==> config.mk <==
export PLATFORM = sky130hd
export DESIGN_NAME = approx_max_stream_flat
export DESIGN_NICKNAME = d
export VERILOG_FILES = /design/src/rtl/approx_max_stream_pkg.sv /design/src/rtl/approx_max_stream_if.sv /design/src/rtl/approx_max_stream_tree.sv /design/src/rtl/approx_max_stream.sv /design/src/flat_wrapper.sv
export SDC_FILE = /design/constraint.sdc
export NUM_CORES = 1
export LEC_CHECK = 0
export CAP_MARGIN = 20
export CORE_ASPECT_RATIO = 1.4
export CORE_MARGIN = 2
export CORE_UTILIZATION = 42
export DETAILED_ROUTE_END_ITERATION = 8
export PLACE_DENSITY = 0.74
export SLEW_MARGIN = 25
export SYNTH_ARGS = -nofsm -noshare
export SYNTH_HDL_FRONTEND = slang
export SYNTH_HIERARCHICAL = 1
export SYNTH_SLANG_ARGS = --single-unit
==> constraint.sdc <==
create_clock -name clk -period 3.8 [get_ports clk]
set_input_delay 0.76 -clock clk [delete_from_list [all_inputs] [get_ports clk]]
set_output_delay 0.76 -clock clk [all_outputs]
set_load 0.05 [all_outputs]
==> src/rtl/approx_max_stream_pkg.sv <==
// Shared types and helpers for the approximate streaming max reducer.
// Consumers: approx_max_tree, approx_max_stream_if, approx_max_stream.
package approx_max_pkg;

    typedef enum logic [1:0] {
        ST_IDLE  = 2'd0,
        ST_ACC   = 2'd1,
        ST_DRAIN = 2'd2,
        ST_DONE  = 2'd3
    } state_e;

    localparam int CNT_W = 8;
    localparam logic [CNT_W-1:0] CNT_MAX = '1;
    localparam logic [CNT_W-1:0] CNT_ONE = CNT_W'(1);

    // Among equal keys inside one beat the lower channel index is kept.
    localparam bit TIE_LOWEST_IDX = 1'b1;

    // Comparison key: operand with its low lsb bits dropped (unsigned).
    function automatic logic [31:0] approx_key(input logic [31:0] value,
                                               input int unsigned lsb);
        return value >> lsb;
    endfunction

endpackage

==> src/rtl/approx_max_stream_if.sv <==
// Beat input stream and frame result stream of approx_max_stream.
// Optional EXACT_SHADOW_EN adds out_exact / out_err to the result side.
interface approx_max_stream_if #(
    parameter int N_CH  = 4,
    parameter int W     = 8,
    parameter int IDX_W = $clog2(N_CH)
);

    // Both streams: a transfer happens on a rising edge where valid & ready
    // are both high; the source holds valid and payload stable until then,
    // and valid never waits on ready.
    logic                            in_valid;
    logic                            in_ready;
    logic [N_CH*W-1:0]               in_data;
    logic                            in_last;

    logic                            out_valid;
    logic                            out_ready;
    logic [W-1:0]                    out_max;
    logic [IDX_W-1:0]                out_idx;
    logic [approx_max_pkg::CNT_W-1:0] out_cnt;
`ifdef EXACT_SHADOW_EN
    logic [W-1:0]                    out_exact;
    logic [W-1:0]                    out_err;
`endif

    modport master (
        output in_valid,
        output in_data,
        output in_last,
        output out_ready,
        input  in_ready,
        input  out_valid,
        input  out_max,
        input  out_idx,
`ifdef EXACT_SHADOW_EN
        input  out_exact,
        input  out_err,
`endif
        input  out_cnt
    );

    modport slave (
        input  in_valid,
        input  in_data,
        input  in_last,
        input  out_ready,
        output in_ready,
        output out_valid,
        output out_max,
        output out_idx,
`ifdef EXACT_SHADOW_EN
        output out_exact,
        output out_err,
`endif
        output out_cnt
    );

endinterface

==> src/rtl/approx_max_stream_tree.sv <==
// Combinational per-beat max over N_CH channels using a truncated key;
// returns the full-precision winner, its channel and its key.
module approx_max_tree
    import approx_max_pkg::*;
#(
    parameter int N_CH       = 4,
    parameter int W          = 8,
    parameter int APPROX_LSB = 2,
    localparam int IDX_W     = $clog2(N_CH),
    localparam int KW        = W - APPROX_LSB
) (
    input  logic [N_CH*W-1:0] data_i,
    output logic [W-1:0]      val_o,
    output logic [IDX_W-1:0]  idx_o,
    output logic [KW-1:0]     key_o
);

    logic [W-1:0]     best_val;
    logic [IDX_W-1:0] best_idx;
    logic [KW-1:0]    best_key;
    logic [KW-1:0]    cand_key;
    logic             take;

    // Channels are visited in ascending order, so the tie rule decides
    // whether an equal key may displace an earlier (lower) channel.
    always_comb begin
        best_val = data_i[W-1:0];
        best_idx = '0;
        best_key = KW'(approx_key(32'(data_i[W-1:0]), APPROX_LSB));
        cand_key = '0;
        take     = 1'b0;
        for (int c = 1; c < N_CH; c++) begin
            cand_key = KW'(approx_key(32'(data_i[c*W +: W]), APPROX_LSB));
            take     = TIE_LOWEST_IDX ? (cand_key > best_key) : (cand_key >= best_key);
            if (take) begin
                best_val = data_i[c*W +: W];
                best_idx = IDX_W'(c);
                best_key = cand_key;
            end
        end
    end

    assign val_o = best_val;
    assign idx_o = best_idx;
    assign key_o = best_key;

endmodule

==> src/rtl/approx_max_stream.sv <==
// Frame-wide approximate max over a beat stream: S1 holds the beat winner,
// S2 the running max. EXACT_SHADOW_EN adds an exact-max shadow path.
module approx_max_stream
    import approx_max_pkg::*;
#(
    parameter int N_CH       = 4,
    parameter int W          = 8,
    parameter int APPROX_LSB = 2,
    localparam int IDX_W     = $clog2(N_CH),
    localparam int KW        = W - APPROX_LSB
) (
    input  logic                   clk,
    input  logic                   rst_n,
    approx_max_stream_if.slave     stream_if,
    output state_e                 dbg_state_o
);

    state_e           state_q, state_d;
    logic             accept;
    logic             done_hs;

    logic [W-1:0]     tree_val;
    logic [IDX_W-1:0] tree_idx;
    logic [KW-1:0]    tree_key;

    logic             s1_valid_q;
    logic [W-1:0]     s1_val_q;
    logic [IDX_W-1:0] s1_idx_q;
    logic [KW-1:0]    s1_key_q;

    logic [W-1:0]     acc_val_q;
    logic [IDX_W-1:0] acc_idx_q;
    logic [KW-1:0]    acc_key_q;
    logic [CNT_W-1:0] cnt_q;
    logic             first_beat;
    logic             replace;

    assign stream_if.in_ready = (state_q == ST_IDLE) || (state_q == ST_ACC);
    assign accept             = stream_if.in_valid && stream_if.in_ready;
    assign done_hs            = (state_q == ST_DONE) && stream_if.out_ready;

    approx_max_tree #(
        .N_CH       (N_CH),
        .W          (W),
        .APPROX_LSB (APPROX_LSB)
    ) u_tree (
        .data_i (stream_if.in_data),
        .val_o  (tree_val),
        .idx_o  (tree_idx),
        .key_o  (tree_key)
    );

    always_ff @(posedge clk or negedge rst_n) begin
        if (!rst_n) begin
            state_q <= ST_IDLE;
        end else begin
            state_q <= state_d;
        end
    end

    // DRAIN lasts until S1 is empty, i.e. S2 has absorbed the last beat.
    always_comb begin
        state_d = state_q;
        case (state_q)
            ST_IDLE:  if (accept) state_d = stream_if.in_last ? ST_DRAIN : ST_ACC;
            ST_ACC:   if (accept && stream_if.in_last) state_d = ST_DRAIN;
            ST_DRAIN: if (!s1_valid_q) state_d = ST_DONE;
            ST_DONE:  if (stream_if.out_ready) state_d = ST_IDLE;
            default:  state_d = ST_IDLE;
        endcase
    end

    always_ff @(posedge clk or negedge rst_n) begin
        if (!rst_n) begin
            s1_valid_q <= 1'b0;
            s1_val_q   <= '0;
            s1_idx_q   <= '0;
            s1_key_q   <= '0;
        end else begin
            s1_valid_q <= accept;
            if (accept) begin
                s1_val_q <= tree_val;
                s1_idx_q <= tree_idx;
                s1_key_q <= tree_key;
            end
        end
    end

    // The count never wraps back to zero, so zero marks an empty frame.
    assign first_beat = (cnt_q == '0);
    assign replace    = first_beat || (s1_key_q > acc_key_q);

    always_ff @(posedge clk or negedge rst_n) begin
        if (!rst_n) begin
            acc_val_q <= '0;
            acc_idx_q <= '0;
            acc_key_q <= '0;
            cnt_q     <= '0;
        end else if (done_hs) begin
            acc_val_q <= '0;
            acc_idx_q <= '0;
            acc_key_q <= '0;
            cnt_q     <= '0;
        end else if (s1_valid_q) begin
            if (replace) begin
                acc_val_q <= s1_val_q;
                acc_idx_q <= s1_idx_q;
                acc_key_q <= s1_key_q;
            end
            if (cnt_q != CNT_MAX) begin
                cnt_q <= cnt_q + CNT_ONE;
            end
        end
    end

    assign stream_if.out_valid = (state_q == ST_DONE);
    assign stream_if.out_max   = acc_val_q;
    assign stream_if.out_idx   = acc_idx_q;
    assign stream_if.out_cnt   = cnt_q;
    assign dbg_state_o         = state_q;

`ifdef EXACT_SHADOW_EN
    logic [W-1:0]     ex_tree_val;
    logic [IDX_W-1:0] ex_tree_idx;
    logic [W-1:0]     ex_tree_key;
    logic             unused_ex;
    logic [W-1:0]     s1_ex_val_q;
    logic [W-1:0]     acc_ex_q;

    approx_max_tree #(
        .N_CH       (N_CH),
        .W          (W),
        .APPROX_LSB (0)
    ) u_tree_exact (
        .data_i (stream_if.in_data),
        .val_o  (ex_tree_val),
        .idx_o  (ex_tree_idx),
        .key_o  (ex_tree_key)
    );

    // With no dropped bits the key equals the value; only the value is kept.
    assign unused_ex = ^{ex_tree_idx, ex_tree_key};

    always_ff @(posedge clk or negedge rst_n) begin
        if (!rst_n) begin
            s1_ex_val_q <= '0;
        end else if (accept) begin
            s1_ex_val_q <= ex_tree_val;
        end
    end

    always_ff @(posedge clk or negedge rst_n) begin
        if (!rst_n) begin
            acc_ex_q <= '0;
        end else if (done_hs) begin
            acc_ex_q <= '0;
        end else if (s1_valid_q && (first_beat || (s1_ex_val_q > acc_ex_q))) begin
            acc_ex_q <= s1_ex_val_q;
        end
    end

    assign stream_if.out_exact = acc_ex_q;
    assign stream_if.out_err   = acc_ex_q - acc_val_q;
`endif

endmodule

==> src/flat_wrapper.sv <==
// flat-port wrapper written by rule: the top's interface ports become plain ports
module approx_max_stream_flat import approx_max_pkg::*;
#(
    parameter int N_CH       = 4,
    parameter int W          = 8,
    parameter int APPROX_LSB = 2,
    localparam int IDX_W     = $clog2(N_CH),
    localparam int KW        = W - APPROX_LSB
)
  (clk, rst_n, dbg_state_o, stream_if_in_valid, stream_if_in_data, stream_if_in_last, stream_if_out_ready, stream_if_in_ready, stream_if_out_valid, stream_if_out_max, stream_if_out_idx, stream_if_out_cnt);
  approx_max_stream_if #(.N_CH(N_CH), .W(W)) stream_if_i ();
  input  logic clk;
  input  logic rst_n;
  output state_e dbg_state_o;
  input wire logic [$bits(stream_if_i.in_valid)-1:0] stream_if_in_valid;
  input wire logic [$bits(stream_if_i.in_data)-1:0] stream_if_in_data;
  input wire logic [$bits(stream_if_i.in_last)-1:0] stream_if_in_last;
  input wire logic [$bits(stream_if_i.out_ready)-1:0] stream_if_out_ready;
  output wire logic [$bits(stream_if_i.in_ready)-1:0] stream_if_in_ready;
  output wire logic [$bits(stream_if_i.out_valid)-1:0] stream_if_out_valid;
  output wire logic [$bits(stream_if_i.out_max)-1:0] stream_if_out_max;
  output wire logic [$bits(stream_if_i.out_idx)-1:0] stream_if_out_idx;
  output wire logic [$bits(stream_if_i.out_cnt)-1:0] stream_if_out_cnt;
  assign stream_if_i.in_valid = stream_if_in_valid;
  assign stream_if_i.in_data = stream_if_in_data;
  assign stream_if_i.in_last = stream_if_in_last;
  assign stream_if_i.out_ready = stream_if_out_ready;
  assign stream_if_in_ready = stream_if_i.in_ready;
  assign stream_if_out_valid = stream_if_i.out_valid;
  assign stream_if_out_max = stream_if_i.out_max;
  assign stream_if_out_idx = stream_if_i.out_idx;
  assign stream_if_out_cnt = stream_if_i.out_cnt;
  approx_max_stream #(.N_CH(N_CH), .W(W), .APPROX_LSB(APPROX_LSB)) u_core (.clk(clk), .rst_n(rst_n), .stream_if(stream_if_i), .dbg_state_o(dbg_state_o));
endmodule
* Word level (Yosys, flattened, before mapping) *
Cells that the tools add are included.

storage, ports and cells
  logic and storage cells = 62
  output and inout port bits = 22
  bits in registers = 43
  input bits = 37

operators by class
  equality and inequality tests = 8
  mux-type cells = 27
  $lt $le $gt $ge = 4
  add/sub/neg operators = 1
  reductions and logical operators = 13

operators with widths
  kind                                           count
  two-way mux 8 bit                              9
  two-way mux 6 bit                              6
  greater-than comparator 6 bit                  4
  two-way mux 2 bit                              10
  adder 8 x 1 -> 8 bit, second input constant    1
  zero test 8 bit                                1
  != test 8 bit, second input constant           1
  case mux 2 bit (4 select lines)                1
  != test 2 bit, second input constant           3
  nonzero test 2 bit                             3
  == test 2 bit, second input constant           2
  AND reduction 2 bit                            2
  AND reduction 4 bit                            1
  logical AND 1 bit                              3
  == test 2 x 1 -> 1 bit, second input constant  1
  zero test 2 bit                                1
  logical OR 1 bit                               2
  != test 2 x 1 -> 1 bit, second input constant  1
  two-way mux 1 bit                              1

* Logic depth before layout (Yosys ltp) *
Gate-level depths: netlist of run 1.

  depth after elaboration = 6
  mapped depth = 29
  depth with buffers taken out = 24

* Modules after synthesis *
The synthesis of run 1 kept the hierarchy.

by module, submodules not included
  module             area each (sq um)  cells each  sequential area each (sq um)  times used
  approx_max_stream  2183.3             197         1076.0                        1
  approx_max_tree    958.4              135         0.0                           1

* Least setup slack after synthesis of run 1 *
No wires, ideal clock.

  path kind = input-to-reg
  start point = in stream_if_in_data[7]
  end point = reg u_core.s1_val_q[5]
  required time = 3675 ps
  library setup time = 125 ps
  data arrival time = 5866 ps
  setup slack = -2191 ps
  cell stages on the path = 27
  buffers on the path = 4
  path through = inv_1 > ha_1 > nand4_1 > o21bai_4 > a31oi_1 > clkbuf_1 > nand2_1 > o21ai_0 > inv_1 > ha_1 > and3_1 > o21ai_0 > nand2_1 > a211o_1 > buf_2 > and2_1 > a21o_1 > ha_1 > nor2b_1 > o21a_1 > o21a_1 > o21ai_0 > a211oi_1 > clkbuf_1 > o21ai_1 > buf_4 > mux2_2

on the way
  cells in the longest elaborated chain, start to end = 6
  elaborated cells between the ends (all ways) = 8
  classes of those cells = order compare (3); mux (5)

ends and longest elaborated chain
  item                           RTL line                      RTL
  from (decl)                    flat_wrapper.sv:16            input wire logic [$bits(stream_if_i.in_data)-1:0] stream_if_in_data;
  greater-than comparator 6 bit  approx_max_stream_tree.sv:34  take = TIE_LOWEST_IDX ? (cand_key > best_key) : (cand_key >= best_key);
  two-way mux 6 bit              approx_max_stream_tree.sv:35  if (take) begin
  greater-than comparator 6 bit  approx_max_stream_tree.sv:34
  two-way mux 6 bit              approx_max_stream_tree.sv:35
  greater-than comparator 6 bit  approx_max_stream_tree.sv:34
  two-way mux 8 bit *            approx_max_stream_tree.sv:35
  named net u_core.tree_val[5]   approx_max_stream.sv:22       logic [W-1:0] tree_val;
  to (signal assigned)           approx_max_stream.sv:82       s1_val_q <= tree_val;
  to (decl)                      approx_max_stream.sv:27       logic [W-1:0] s1_val_q;

The timed path passes the listed nets; every way through them passes the cells marked *.
A chain may end at the register's enable or synchronous reset.

* Worst setup path after layout of run 1 *
  start point = in stream_if_in_data[11]
  end point = reg u_core.s1_val_q[4]

on the way
  cells in the longest elaborated chain, start to end = 6
  elaborated cells between the ends (all ways) = 8
  classes of those cells = order compare (3); mux (5)

ends and longest elaborated chain
  item                           RTL line
  greater-than comparator 6 bit  approx_max_stream_tree.sv:34
  two-way mux 6 bit              approx_max_stream_tree.sv:35
  greater-than comparator 6 bit  approx_max_stream_tree.sv:34
  two-way mux 6 bit              approx_max_stream_tree.sv:35
  greater-than comparator 6 bit  approx_max_stream_tree.sv:34
  two-way mux 8 bit *            approx_max_stream_tree.sv:35

Mark *: on every way between the ends. The rest lies on a longest branch, timed or not.

==> flow_summary_export.csv, run 1 <==
group,metric,value,unit
synthesis,synth_top_cell_by_area,"dfrtp_1",
synthesis,synth.yosys.seq_area_share,34.2,%
synthesis,ys.flop_type,"dfrtp_1",
worst_setup_path,crit_start,"stream_if_in_data[11]",
worst_setup_path,required,3990,ps
grt,grt_usage,20.7,%
run,drv_cap,0,
finish,fin_nets,524,
place,dp_hpwl,5890,um
floorplan,dieArea,0.00820,mm2
finish,antennaDiodeCount,0,
synthesis,ys_warn_count,6,
synthesis,synth_edf_count,0,
synthesis,synth.top_cell.area_share,34.2,%
synthesis,syn_inst,332,
worst_setup_path,r2r-start,"u_core/stream_if.out_cnt[0]",
clock_tree,htreeDepth,2,
grt,grt_pass1_vias,2982,
floorplan,fp.dieH,106,um
sta,hold_viol,0,
floorplan,rows,37,
clock_tree,numCtsBuffers,5,
detailed_routing,first_pass_iters,4,
worst_setup_path,cp-start-kind,"input port",
finish,design_area,0.00484,mm2
clock_tree,clk_latency,310,ps
worst_setup_path,crit_path_max_fanout,6,
power_and_ir_drop,p_total,3.02,mW
detailed_routing,routed_wl,8780,um
sta,worstMarginPinSlew,912,ps
detailed_routing,routedWlPerCell,15.8,um
synthesis,synth_cell_types,53,
status,status,"finished with violations",
synthesis,avgSynthCellArea,9.46,um2
sta,rsz0062_at_grt,"true",
clock_tree,cts_sinks,43,
detailed_routing,route.detailed.drc,0,
worst_setup_path,critPathCaptureType,"register",
detailed_routing,viasPerCell,5.30,
detailed_routing,route.antenna.remaining_nets,0,
worst_setup_path,rr_worst_depth,7,
place,dp_cells,516,
floorplan,pin_count,59,
finish,layout-drive-gt1-share,40.1,%
grt,antenna_found_initial,0,
detailed_routing,drtIter0Drc,128,
floorplan,fp.coreArea,0.00731,mm2
grt,grt_max_degree,44,
finish,syn2layout_area_growth,53.9,%
grt,grt-ovfl-total,0,
floorplan,start_util,43.0,%
clock_tree,cts_tree,"built",
worst_setup_path,setup.reg_to_reg.worst_slack,1570,ps
sta,final.setup.worst_slack,-1130,ps
synthesis,synth_commonest_cells,"nand2_1, dfrtp_1, inv_1",
clock_tree,clkTransAtPathRegs,90,ps
min_path,min_path_type,"input port to asynchronous set/reset pin",
place,gp_congestion,0.865,
synthesis,synthArstFlopShare,100,%
synthesis,ys_seq_elements,43,
clock_tree,root_buffer,"clkbuf_8",
power_and_ir_drop,ir_drop,0.316,mV
grt,grt_pass1_wl,13500,um
worst_setup_path,arrival,5120,ps
sta,post-route-period-util,130,%
synthesis,synth_most_common_cell,"nand2_1",
finish,fin_cells,556,
status,violations,"setup timing",
floorplan,die_w,77.1,um
clock_tree,clockBufferDepth,2,
power_and_ir_drop,p_per_area,625,mW/mm2
detailed_routing,num_vias,2946,
worst_setup_path,r2r-end,"u_core/stream_if.out_max[5]",
sta,post-route-min-period,4930,ps
sta,fmax,203,MHz
power_and_ir_drop,p_leak,2.21,nW
synthesis,syn-num-nets,398,
sta,max_slew_margin,37.6,%
synthesis,syn_area,0.00314,mm2
place,io_buffers,58,
worst_setup_path,crit_end,"u_core/s1_val_q[4]",
place,place_area,0.00421,mm2
sta,final-setup-viol-count,16,
synthesis,netlist_top_cells_area,"dfrtp_1, ha_1, nand2_1",
sta,finalMaxSlewViolations,0,
sta,skew,11.1,ps
worst_setup_path,criticalPathCategory,"input port to register",
==> kinds of logic after synthesis <==
| group | Yosys count | synth area share [%] |
|---|---|---|
| fa+ha+maj | 29 | 11.5 |
| simple gates | 98 | 15.1 |
| xor+xnor | 4 | 1.12 |
| compound gates | 68 | 17.5 |
| mux | 37 | 12.6 |
| buf+inv | 53 | 7.85 |
| flops | 43 | 34.2 |
==> critical path, stage by stage <==
cell and delay [ps]:
clkdlybuf4s15_2 210, ha_4 270, nor2b_4 170, o21bai_4 120, a31oi_4 300, nand2_1 110, o21ai_2 90, inv_1 90
ha_1 280, and3_4 170, o21ai_2 70, nand2_1 70, a211o_1 340, and2_4 200, a21o_1 200, ha_4 220
nor2b_4 120, o21a_1 160, o21a_1 170, o21ai_2 160, a211oi_4 90, buf_6 140, buf_6 110, buf_6 110
nand2_4 60, o21ai_4 60, mux2_4 260
==> metrics by stage <==
| stage | setup WS [ps] | util, % | TNS [ps] | hold WS (ps) |
|---|---|---|---|---|
| 2_1_floorplan | -1290 | - | -18380 | 464 |
| 3_3_place_gp | -1790 | 57.6 | -27770 | 492 |
| 3_5_place_dp | -1920 | 57.6 | -29730 | 497 |
| 4_1_cts | -1060 | 63.9 | -16130 | 517 |
| 5_1_grt | -1240 | 66.1 | -19060 | 460 |
| 6_report | -1130 | 66.1 | -17070 | 424 |
==> cell type report <==
cell class,instances,area (um2)
Timing Repair Buffer,137,1220
Clock inverter,3,23.8
Inverter,34,143
Tap cell,97,121
Fill cell,599,2480
Sequential cell,43,1080
Clock buffer,5,68.8
Multi-Input combinational cell,237,2190
==> registers in the layout, summed over array words and instances (netlist names) <==
name                      flops
u_core/s1_valid_q             1
u_core/stream_if.out_cnt      8
u_core/stream_if.out_max      8
u_core/s1_val_q               8
u_core/stream_if.out_idx      2
u_core/acc_key_q              6
u_core/s1_key_q               6
u_core/s1_idx_q               2
u_core/dbg_state_o            2
==> cells in the final DEF (no fill, tap or decap), drive strengths merged, types with 4 or more instances in the layout <==
cell type / instances
a211oi: 4
a21o: 8
a21oi: 9
a31o: 7
buf: 89
clkbuf: 5
clkdlybuf4s50: 45
dfrtp: 43
ha: 29
inv: 35
mux2: 18
mux2i: 19
nand2: 55
nand3: 7
nand4: 4
nor2: 12
nor2b: 8
o21ai: 16
==> per-layer routing <==
layer	up-vias	wire length [um]	track usage (%)
li1	1406	-	-
met3	33	264	3.14
met5	-	0	0
met2	84	4870	40.8
met4	0	469	9.44
met1	1423	3170	21.0
==> worst min-delay path by stage <==
stage                                  start                     endpoint  slack (ps)  cells past startpoint
after floorplan                        rst_n          u_core/acc_key_q[0]         460                      0
after global placement    u_core/s1_val_q[4]           u_core/s1_val_q[4]         490                      1
after detailed placement  u_core/s1_val_q[4]           u_core/s1_val_q[4]         500                      1
after CTS                 u_core/s1_val_q[4]           u_core/s1_val_q[4]         520                      1
after global routing                   rst_n  u_core/stream_if.out_idx[1]         460                      1
final                                  rst_n  u_core/stream_if.out_idx[1]         420                      1
==> what timing repair did <==
| action | 4_1_cts | 5_1_grt |
|---|---|---|
| endpoints found under the setup margin | 16 | 16 |
| pin swaps | 22 | 18 |
| cloned | 1 | 0 |
| resized for setup | 85 | 25 |
| hold buffers | 0 | 0 |
| setup buffers | 28 | 5 |
==> report_power, final <==
group | switching [mW] | internal (mW)
clock network | 0.167 | 0.131
logic | 1.01 | 0.918
registers | 0.147 | 0.646
(Power assumes the default switching activity.)
==> inputs of run 2 (changes only) <==
--- a/config.mk
+++ b/config.mk
@@ -16,3 +16,4 @@
 export SYNTH_HDL_FRONTEND = slang
 export SYNTH_HIERARCHICAL = 1
 export SYNTH_SLANG_ARGS = --single-unit
+export TNS_END_PERCENT = 20
==> flow_summary_export.csv, run 2 (synthesis gave the netlist of run 1 again) <==
group,metric,value,unit
sta,fmax,204,MHz
detailed_routing,routed_wl,9120,um
status,violations,"setup timing",
clock_tree,cts_tree,"built",
worst_setup_path,setup.reg_to_reg.worst_slack,1620,ps
detailed_routing,viasPerCell,5.36,
worst_setup_path,r2r-end,"u_core/s1_val_q[1]",
grt,gr-usage-met3,2.80,%
sta,hold_ws,453,ps
finish,fin_util,67.4,%
sta,max_slew_margin,42.8,%
grt,grt_pass1_wl,14300,um
finish,syn2layout_area_growth,57.0,%
grt,grt_max_degree,44,
clock_tree,cts.hold.buffers_added,0,
finish,antennaDiodeCount,0,
power_and_ir_drop,p_total,3.12,mW
sta,post-route-min-period,4900,ps
worst_setup_path,crit_path_max_fanout,5,
min_path,min_path_type,"input port to asynchronous set/reset pin",
worst_setup_path,criticalPathCategory,"input port to register",
clock_tree,clockBufferDepth,2,
grt,grt-ovfl-total,0,
sta,skew,4.77,ps
clock_tree,clkTransAtPathRegs,80,ps
floorplan,dieArea,0.00820,mm2
place,place_area,0.00421,mm2
finish,layout-drive-gt1-share,42.2,%
worst_setup_path,r2r-start,"u_core/dbg_state_o[0]",
clock_tree,clk_latency,290,ps
place,dp_hpwl,5680,um
floorplan,fp.coreArea,0.00731,mm2
place,gp_congestion,0.793,
clock_tree,htreeDepth,2,
worst_setup_path,cp-start-kind,"input port",
sta,worstMarginPinSlew,836,ps
detailed_routing,first_pass_iters,4,
grt,use_met1,21.8,%
worst_setup_path,arrival,5080,ps
worst_setup_path,critPathSlowestCell,"a211o_1",
sta,post-route-period-util,129,%
sta,final.setup.worst_slack,-1100,ps
detailed_routing,route.antenna.remaining_nets,0,
grt,busiest_layer,"met2",
worst_setup_path,critPathCaptureType,"register",
sta,finalMaxSlewViolations,0,
worst_setup_path,rr_worst_depth,5,
power_and_ir_drop,ir_drop,0.271,mV
grt,grt_pass1_vias,3139,
power_and_ir_drop,p_leak,2.24,nW
clock_tree,cts_sinks,43,
clock_tree,numCtsBuffers,5,
sta,hold_viol,0,
finish,fin_nets,522,
grt,groute.layer.met2.usage,43.5,%
detailed_routing,routedWlPerCell,16.5,um
floorplan,start_util,43.0,%
finish,final_common_cell,"buf_4",
floorplan,rows,37,
floorplan,pin_count,59,
detailed_routing,num_vias,2972,
power_and_ir_drop,p_per_area,632,mW/mm2
clock_tree,root_buffer,"clkbuf_8",
detailed_routing,drtIter0Drc,105,
sta,final-setup-viol-count,16,
status,status,"finished with violations",
place,io_buffers,58,
floorplan,fp.dieH,106,um
grt,antenna_found_initial,0,
run,drv_cap,0,
floorplan,die_w,77.1,um
detailed_routing,route.detailed.drc,0,
worst_setup_path,required,3970,ps
finish,design_area,0.00493,mm2
finish,final_cell_mix,"buf_4, nand2_1, clkdlybuf4s50_1",
grt,grt_usage,21.7,%
worst_setup_path,critical-path-max-stage-delay,320,ps
sta,rsz0062_at_grt,"true",
## run 2: worst max path at each step
stage                         start                  to  slack, ps
2_1_floorplan  stream_if_in_data[7]  u_core/s1_val_q[5]      -1290
3_3_place_gp   stream_if_in_data[7]  u_core/s1_val_q[2]      -1860
3_5_place_dp   stream_if_in_data[7]  u_core/s1_key_q[0]      -2000
4_1_cts        stream_if_in_data[5]  u_core/s1_idx_q[1]      -1020
5_1_grt        stream_if_in_data[7]  u_core/s1_key_q[4]      -1280
6_report       stream_if_in_data[4]  u_core/s1_idx_q[1]      -1100
## run 2: layout make-up
class,count,area [um2]
multi-input cells,237,2270
repair buffers,135,1200
clock inverters,2,35.0
fillers,532,2380
well taps,97,121
inverters,34,143
clock buffers,6,82.6
flip-flops and latches,43,1080
## run 2: per-layer routing
layer	share of wire, %	wire (um)
met4	3.9	359
met5	0	0
met2	57	5200
met1	36	3320
met3	2.6	241
## run 2: power by group
group	internal (mW)	switching (mW)	total [mW]
sequential	0.647	0.149	0.795
combinational	0.926	1.03	1.96
clock	0.213	0.148	0.360
## run 2: timing repair
action,CTS,global route
setup buffers,27,5
pin swaps,28,17
gates cloned,2,0
resized for setup,99,25
endpoints found under the setup margin,16,16
## run 2: through the flow
step	worst slack, ps	instances	setup TNS, ps
3_3_place_gp	-1860	515	-28890
6_report	-1100	554	-16380
5_1_grt	-1280	554	-19260
2_1_floorplan	-1290	332	-18380
4_1_cts	-1020	549	-14870
3_5_place_dp	-2000	515	-30930
## run 2: worst max-delay path, delay by kind of cell
family / cells / cell delay [ps]
buffers and inverters: 8 / 920
AND/OR/NAND/NOR: 7 / 930
AO/OA/AOI/OAI: 10 / 1560
multiplexers: 1 / 260
adder cells (fa/ha/maj): 3 / 620
==> inputs of run 3 (changes only) <==
==> constraint.sdc (replaced) <==
create_clock -name clk -period 5.66 [get_ports clk]
set_input_delay 1.132 -clock clk [delete_from_list [all_inputs] [get_ports clk]]
set_output_delay 1.132 -clock clk [all_outputs]
set_load 0.05 [all_outputs]
==> flow_summary_export.csv, run 3 (synthesis gave the netlist of run 1 again) <==
group,metric,value,unit
detailed_routing,route.detailed.drc,0,
finish,fin_nets,484,
clock_tree,clk_latency,290,ps
clock_tree,root_buffer,"clkbuf_8",
worst_setup_path,required,5900,ps
detailed_routing,num_vias,2713,
sta,final.setup.worst_slack,56.5,ps
worst_setup_path,criticalPathCategory,"input port to register",
floorplan,start_util,43.0,%
floorplan,rows,37,
clock_tree,clkTransAtPathRegs,80,ps
grt,grt_usage,17.1,%
detailed_routing,route.antenna.remaining_nets,0,
worst_setup_path,critPathCaptureType,"register",
min_path,min_path_type,"register to register",
floorplan,fp.coreArea,0.00731,mm2
finish,final_common_cell,"nand2_1",
sta,post-route-period-util,99.0,%
grt,grt_pass1_wl,11500,um
grt,grt_max_degree,44,
floorplan,dieArea,0.00820,mm2
sta,fmax,178,MHz
finish,layout-drive-gt1-share,28.9,%
grt,gr-usage-met3,1.87,%
floorplan,pin_count,59,
status,status,"finished, final reports clean",
detailed_routing,routed_wl,7270,um
worst_setup_path,arrival,5840,ps
worst_setup_path,cp-start-kind,"input port",
grt,groute.layer.met2.usage,32.2,%
run,drv_cap,0,
worst_setup_path,crit_path_max_fanout,5,
sta,hold_ws,511,ps
grt,grt-ovfl-total,0,
clock_tree,cts.hold.buffers_added,0,
grt,antenna_found_initial,0,
grt,use_met1,19.3,%
sta,max_slew_margin,52.6,%
detailed_routing,first_pass_iters,4,
place,io_buffers,58,
power_and_ir_drop,p_leak,2.03,nW
floorplan,fp.dieH,106,um
sta,hold_viol,0,
finish,final_cell_mix,"nand2_1, clkdlybuf4s50_1, dfrtp_1",
place,dp_hpwl,5450,um
detailed_routing,routedWlPerCell,14.1,um
clock_tree,numCtsBuffers,5,
clock_tree,cts_tree,"built",
power_and_ir_drop,ir_drop,0.186,mV
sta,skew,5.30,ps
clock_tree,cts_sinks,43,
detailed_routing,viasPerCell,5.27,
place,gp_congestion,0.870,
grt,grt_pass1_vias,2637,
floorplan,die_w,77.1,um
sta,finalSetupTns,0,ps
power_and_ir_drop,p_per_area,438,mW/mm2
sta,finalMaxSlewViolations,0,
finish,syn2layout_area_growth,40.7,%
finish,num-fill-cells,627,
grt,busiest_layer,"met2",
place,dp_slack,-480,ps
clock_tree,clockBufferDepth,2,
sta,final-setup-viol-count,0,
detailed_routing,drtIter0Drc,142,
finish,antennaDiodeCount,0,
sta,post-route-min-period,5600,ps
clock_tree,htreeDepth,2,
sta,worstMarginPinSlew,710,ps
run 3: cell count changes in the layout (fill, tap and decap cells not counted), sizes merged:
cell           previous run  this run
clkdlybuf4s50            45        49
clkinvlp                  0         1
clkbuf                    6         5
clkinv                    1         0
dlymetal6s2s              0         8
dlygate4sd2               2         0
buf                      88        40
run 3: cell type report:
class | count | area, um2 | area share [%]
multi-input cells | 237 | 2070 | 46.9
clock buffers | 5 | 68.8 | 1.56
repair buffers | 97 | 916 | 20.7
flip-flops and latches | 43 | 1080 | 24.3
inverters | 34 | 128 | 2.89
clock inverters | 2 | 37.5 | 0.849
well taps | 97 | 121 | 2.75
run 3: path summary, 6_finish.rpt:
| kind | slack (ps) | from | end | cells after the start |
|---|---|---|---|---|
| max in group asynchronous | 4510 | rst_n | u_core/stream_if.out_cnt[2] | 2 |
| min | 510 | u_core/s1_val_q[6] | u_core/s1_val_q[6] | 1 |
| min in group asynchronous | 710 | rst_n | u_core/stream_if.out_max[7] | 1 |
| min reg2reg | 510 | u_core/s1_val_q[6] | u_core/s1_val_q[6] | 1 |
| max | 60 | stream_if_in_data[3] | u_core/s1_val_q[3] | 26 |
| max reg2reg | 3470 | u_core/stream_if.out_cnt[0] | u_core/acc_key_q[3] | 7 |
run 3: power breakdown:
part	internal, mW	switching (mW)
clock network	0.129	0.102
logic	0.536	0.636
registers	0.434	0.0986
run 3: worst max-delay path: stages:
cell	delay, ps
clkdlybuf4s50_1	460
inv_1	90
ha_4	290
nor2b_4	160
o21bai_4	110
a31oi_4	300
nand2_2	100
o21ai_4	80
inv_1	70
ha_1	320
and3_4	190
o21ai_2	60
a21oi_1	80
a211o_1	320
and2_4	180
a21o_1	160
ha_1	300
nor2b_1	130
o21a_1	160
o21a_1	170
o21ai_2	180
a211oi_4	110
buf_6	150
a31o_2	220
o21ai_2	170
mux2_4	170
run 3: routing by layer:
layer / up-vias / wire length, um
met3: 19 / 171
met4: 0 / 202
met1: 1308 / 2940
met5: - / 0
li1: 1330 / -
met2: 56 / 3960
run 3: what timing repair did:
action	4_1_cts	5_1_grt
gates resized for setup	8	40
endpoints found under the setup margin	16	16
cloned	1	2
buffers inserted	0	3
pin swaps	2	17
run 3: stage by stage:
step,cell area (um2),instances,util (%),total power [mW]
6_report,4420,515,60.4,1.94
5_1_grt,4420,515,60.4,2.07
4_1_cts,4190,509,57.3,1.88
3_5_place_dp,4040,501,55.3,1.64
3_3_place_gp,4030,500,55.1,1.60
2_1_floorplan,3230,332,-,1.35
